<file path="src/rtl/fft_frame_serializer.sv">
// Captures a natural-order frame of N complex samples in one cycle and streams it out one sample per beat
// in bit-reversed index order. Optional macro FFT_SERIALIZER_DOUBLE_BUF_EN adds a shadow frame buffer.
module fft_frame_serializer #(
  parameter int N    = 32,
  parameter int LOGN = 5,
  parameter int DW   = 16
) (
  input  logic                 clk,
  input  logic                 rst,
  input  logic [N*DW-1:0]      in_r_flat,
  input  logic [N*DW-1:0]      in_i_flat,
  input  logic                 in_valid,
  output logic                 in_ready,
  output logic signed [DW-1:0] out_r,
  output logic signed [DW-1:0] out_i,
  output logic                 out_valid,
  input  logic                 out_ready,
  output logic                 out_sof,
  output logic                 out_eof,
  output logic                 busy,
  output logic                 fsm_state
);

  // Handshake: a frame is captured on a rising edge with in_valid && in_ready, and a sample
  // is transferred on a rising edge with out_valid && out_ready. A valid sample and its
  // sof/eof flags hold stable until transferred; neither side depends on the other's valid.

  typedef enum logic {IDLE = 1'b0, STREAM = 1'b1} state_t;

  localparam logic [LOGN-1:0] LAST_IDX = LOGN'(N - 1);

  state_t          state;
  logic [N*DW-1:0] act_r, act_i;
  logic [LOGN-1:0] idx;
  logic [LOGN-1:0] idx_nxt;
  logic            capture, transfer, last_xfer;
  logic            load_en;
  logic [N*DW-1:0] load_r, load_i;

  function automatic logic [LOGN-1:0] bitrev(input logic [LOGN-1:0] v);
    logic [LOGN-1:0] r;
    for (int b = 0; b < LOGN; b++) r[b] = v[LOGN-1-b];
    return r;
  endfunction

  function automatic logic [DW-1:0] pick(input logic [N*DW-1:0] flat, input logic [LOGN-1:0] k);
    return flat[int'(k)*DW +: DW];
  endfunction

  assign capture   = in_valid && in_ready;
  assign transfer  = out_valid && out_ready;
  assign last_xfer = transfer && (idx == LAST_IDX);
  assign idx_nxt   = idx + 1'b1;
  assign fsm_state = (state == STREAM);

`ifdef FFT_SERIALIZER_DOUBLE_BUF_EN
  logic [N*DW-1:0] shd_r, shd_i;
  logic            shadow_full;
  logic            shadow_load;

  assign in_ready    = !shadow_full;
  // A capture on the last beat of a frame bypasses the shadow and is promoted directly.
  assign shadow_load = capture && (state == STREAM) && !last_xfer;

  always_comb begin
    load_en = 1'b0;
    load_r  = in_r_flat;
    load_i  = in_i_flat;
    if (state == IDLE) begin
      load_en = capture;
    end else if (last_xfer) begin
      if (shadow_full) begin
        load_en = 1'b1;
        load_r  = shd_r;
        load_i  = shd_i;
      end else begin
        load_en = capture;
      end
    end
  end

  always_ff @(posedge clk or negedge rst) begin
    if (!rst) begin
      shd_r       <= '0;
      shd_i       <= '0;
      shadow_full <= 1'b0;
    end else if (shadow_load) begin
      shd_r       <= in_r_flat;
      shd_i       <= in_i_flat;
      shadow_full <= 1'b1;
    end else if (last_xfer && shadow_full) begin
      shadow_full <= 1'b0;
    end
  end
`else
  assign in_ready = (state == IDLE);

  always_comb begin
    load_en = (state == IDLE) && capture;
    load_r  = in_r_flat;
    load_i  = in_i_flat;
  end
`endif

  always_ff @(posedge clk or negedge rst) begin
    if (!rst) begin
      state     <= IDLE;
      act_r     <= '0;
      act_i     <= '0;
      idx       <= '0;
      out_r     <= '0;
      out_i     <= '0;
      out_valid <= 1'b0;
      out_sof   <= 1'b0;
      out_eof   <= 1'b0;
      busy      <= 1'b0;
    end else if (load_en) begin
      // Bit-reversal of index 0 is 0, so the first beat is sample 0 of the new frame.
      state     <= STREAM;
      act_r     <= load_r;
      act_i     <= load_i;
      idx       <= '0;
      out_r     <= pick(load_r, '0);
      out_i     <= pick(load_i, '0);
      out_valid <= 1'b1;
      out_sof   <= 1'b1;
      out_eof   <= 1'b0;
      busy      <= 1'b1;
    end else if (last_xfer) begin
      state     <= IDLE;
      idx       <= '0;
      out_r     <= '0;
      out_i     <= '0;
      out_valid <= 1'b0;
      out_sof   <= 1'b0;
      out_eof   <= 1'b0;
      busy      <= 1'b0;
    end else if (transfer) begin
      idx       <= idx_nxt;
      out_r     <= pick(act_r, bitrev(idx_nxt));
      out_i     <= pick(act_i, bitrev(idx_nxt));
      out_sof   <= 1'b0;
      out_eof   <= (idx_nxt == LAST_IDX);
    end
  end

endmodule

</file>
<file path="config.mk">
export PLATFORM = sky130hd
export DESIGN_NAME = fft_frame_serializer
export DESIGN_NICKNAME = d
export VERILOG_FILES = /design/src/rtl/fft_frame_serializer.sv
export SDC_FILE = /design/constraint.sdc
export NUM_CORES = 2
export LEC_CHECK = 0
export ABC_AREA = 1
export CAP_MARGIN = 20
export CORE_AREA = 2 2 420 422
export DETAILED_ROUTE_END_ITERATION = 8
export DIE_AREA = 0 0 422 424
export SYNTH_ARGS = -nofsm -noshare
export SYNTH_HDL_FRONTEND = slang
export SYNTH_SLANG_ARGS = --single-unit
export TNS_END_PERCENT = 100
</file>
<file path="constraint.sdc">
create_clock -name clk -period 2.92 [get_ports clk]
set_input_delay 0.876 -clock clk [delete_from_list [all_inputs] [get_ports clk]]
set_output_delay 0.876 -clock clk [all_outputs]
set_load 0.01 [all_outputs]
</file>
==> metrics.csv <==
stage,metric,value,unit
synth,Yosys cell types,22,
global_route,grt total ovfl,0,
power,Leak,34.1,nW
critical_path,Worst Setup Start Kind,register,
timing,Final Max Slew Viols,0,
timing,Fmax,0.350,GHz
run,Max Cap Violations,0,
routing,total wire length,233000,um
floorplanning,I/O pin count,1066,
timing,Slew Limit Headroom,0.493,
clock_network,worst-case clock buffer depth,3,
clock_network,CTS tree,built,
routing,Final ANT Viol Nets,0,
synth,Synth Area in Simple Gates,0.298,
floorplanning,DIE HEIGHT,424,um
synth,adder-cell share of the synthesized area,0.000737,
place,hpwl dp,178000,um
critical_path,CP Data Required Time,3580,ps
timing,Clock Skew,26.9,ps
power,Worst VDD drop,655,uV
synth,Post-synth top cells,"nand2_1, dfrtp_1, o21ai_0",
place,PortBufs,1065,
timing,clock period minus final worst setup slack,2860,ps
clock_network,CTS Root Cell,clkbuf_16,
timing,final setup fails,0,
synth,Synth Area in Compound Gates,0.0957,
final_layout,final layout net count,8931,
synth,dominant cells by area after synthesis,"dfrtp_1, nand2_1, o21ai_0",
routing,via count,48900,
global_route,vias in the first global route,49100,
floorplanning,Initial Utilization,0.291,
synth,ys async rst share,1.00,
critical_path,delay of the slowest critical-path stage,430,ps
final_layout,share of cells above drive strength 1,0.0717,
clock_network,clock sink total,1064,
synth,Synth Net Count,7930,
timing,unrepaired setup endpoints after global routing,true,
timing,final hold violation count,0,
floorplanning,Die W,422,um
clock_network,H-tree depth,3,
final_layout,fin util,0.404,
synth,Synth warnings,0,
critical_path,critical-path cell list,ha_1 -> nand2_2 -> nor2_2 -> ha_4 -> buf_12 -> buf_16 -> nor2_1 -> a21oi_4 -> nand2_1 -> nand3_1 -> nand3_1 -> buf_12 -> nand3_1 -> nand3_1 -> nand2_1,
min_path,worst hold-check path type,in -> async,
synth,syn_area_per_cell,7.38,um2
synth,largest area contributor in the netlist,dfrtp_1,
synth,share of the synthesized area in the top cell type,0.523,
final_layout,Area Overhead vs Synth,38.6,%
floorplanning,row cnt,154,
routing,first-pass detailed-route iteration total,6,
critical_path,worst-path fanout max,20,
routing,wire per inst,22.5,um
critical_path,r2r startpoint,idx[0],
routing,DRC viols,0,
critical_path,crit path DAT,3520,ps
synth,Post-Synth XOR/XNOR Area,0,
clock_network,later-pin clock latency in the skew report,750,ps
critical_path,Critical Path Start,idx[0],
synth,synthesized area,50900,um2
synth,Post-Synthesis Cells,6899,
synth,sequential fraction of the synthesis area,0.523,
synth,"EDFF count, synth",0,
floorplanning,core area,175000,um2
critical_path,crit end category,register,
routing,Via density,4.72,
routing,1st-iter DRT viols,4423,
place,gpl congestion,0.898,
global_route,global-route wire length before repair,333000,um
synth,largest family of logic cells by synthesized area,simple AND/OR/NAND/NOR gates,
timing,WHS,79.9,ps
clock_network,"CTS clk-pin slew, worst paths",70,ps
synth,mux contribution to synthesized area,0,
floorplanning,die area,179000,um2
global_route,largest net degree at the start of global routing,151,
synth,prevailing post-synth register cell,dfrtp_1,
global_route,number of antenna violations at the first check in global routing,39,
timing,final period utilization,0.979,
synth,"count leader, synth",nand2_1,
critical_path,CP dominant cell by count,nand3_1,
final_layout,# fillers,17900,
timing,Slew @ Worst Pin,761,ps
clock_network,total CTS buffers,119,
power,total power density per cell area,853,nW/um2
global_route,Total GRT Usage,0.253,
synth,number of synthesized register bits,1064,
status,status,finished clean,
critical_path,Crit Path Category,reg -> reg,
critical_path,crit path max-delay cell type,dfrtp_2,
cells in the final DEF (no fill, tap or decap), types with 4 or more instances in the layout:
master,instances
clkbuf_1,23
diode_2,23
bufinv_16,10
buf_4,145
a21boi_0,5
clkinv_4,6
inv_6,8
o21ai_1,7
buf_16,10
a21oi_2,17
clkbuf_16,123
clkbuf_8,26
nand2_1,2945
nand3_2,49
inv_1,514
clkinvlp_4,8
o21ai_0,650
dfrtp_1,1063
nor2_1,466
buf_12,99
nand3_4,8
clkinv_2,21
nand2_2,6
bufbuf_16,4
nand3_1,400
o21ai_2,4
buf_6,10
clkdlybuf4s50_1,1061
a21oi_1,284
critical path, delay by kind of cell, from the launching register on:
| kind | cells | cell delay (ps) |
|---|---|---|
| AND/OR/NAND/NOR | 9 | 910 |
| buffers and inverters | 3 | 600 |
| adder cells (fa/ha/maj) | 2 | 570 |
| flip-flops | 1 | 430 |
| AO/OA/AOI/OAI | 1 | 250 |
flip-flops by register name, summed over array words and instances, names as in the netlist:
register,cells
out_sof,1
fsm_state,1
act_i,512
out_r,16
out_i,16
idx,5
act_r,512
out_eof,1
cells by family (layout without fill, tap and decap cells):
| kind of cell | after synthesis | after routing |
|---|---|---|
| other cells | 0 | 23 |
| fa+ha+maj | 3 | 3 |
| compound gates | 971 | 971 |
| buf+inv | 977 | 2079 |
| simple gates | 3884 | 3884 |
| flops | 1064 | 1064 |
per-stage QoR:
| stage | instances | setup TNS [ps] | cell area (um2) | power, mW | setup WS [ps] |
|---|---|---|---|---|---|
| 2_1_floorplan | 6899 | 0 | 50900 | 30.3 | 649 |
| 3_3_place_gp | 10100 | -4500 | 65600 | 43.8 | -463 |
| 3_5_place_dp | 10100 | -4000 | 65600 | 43.7 | -435 |
| 4_1_cts | 10300 | -55.4 | 70100 | 60.4 | -45.3 |
| 5_1_grt | 10400 | -389 | 70600 | 63.7 | -57.9 |
| 6_report | 10400 | 0 | 70600 | 60.3 | 60.8 |
path summary, 6_finish.rpt:
check / cells after the start / end / slack, ps
max: 15 / out_i[10] / 60
min: 1 / act_r[137] / 80
max reg2reg: 15 / out_i[10] / 60
min reg2reg: 2 / act_i[75] / 470
max in group asynchronous: 2 / act_i[291] / 1800
min in group clk: 2 / act_i[75] / 470
power by group:
group | switching (mW) | internal [mW]
clock | 6.57 | 9.06
sequential | 0.914 | 16.4
combinational | 17.5 | 9.80
layout make-up:
type	instances	area, um2	area share
clock inverters	54	626	0.00886
multi-input cells	4858	20600	0.292
clock buffers	168	3420	0.0485
inverters	519	1960	0.0278
well taps	2340	2930	0.0415
diodes	23	57.6	0.000815
flip-flops and latches	1064	26600	0.377
repair buffers	1338	14400	0.203
timing repair:
item                                    in CTS  in global routing
endpoints found under the setup margin      27                 32
setup buffers                                2                  4
gates cloned                                 5                  4
resized for setup                           64                 77
endpoints found under the hold margin        0                  0
pin swaps                                    1                  1
hold buffers                                 0                  0
layer usage:
metal,part of all wire,track usage
met4,0.059,0.133
met2,0.50,0.439
met5,0.00060,0
met1,0.39,0.303
met3,0.050,0.0391
Power figures use the tool's default switching activity.
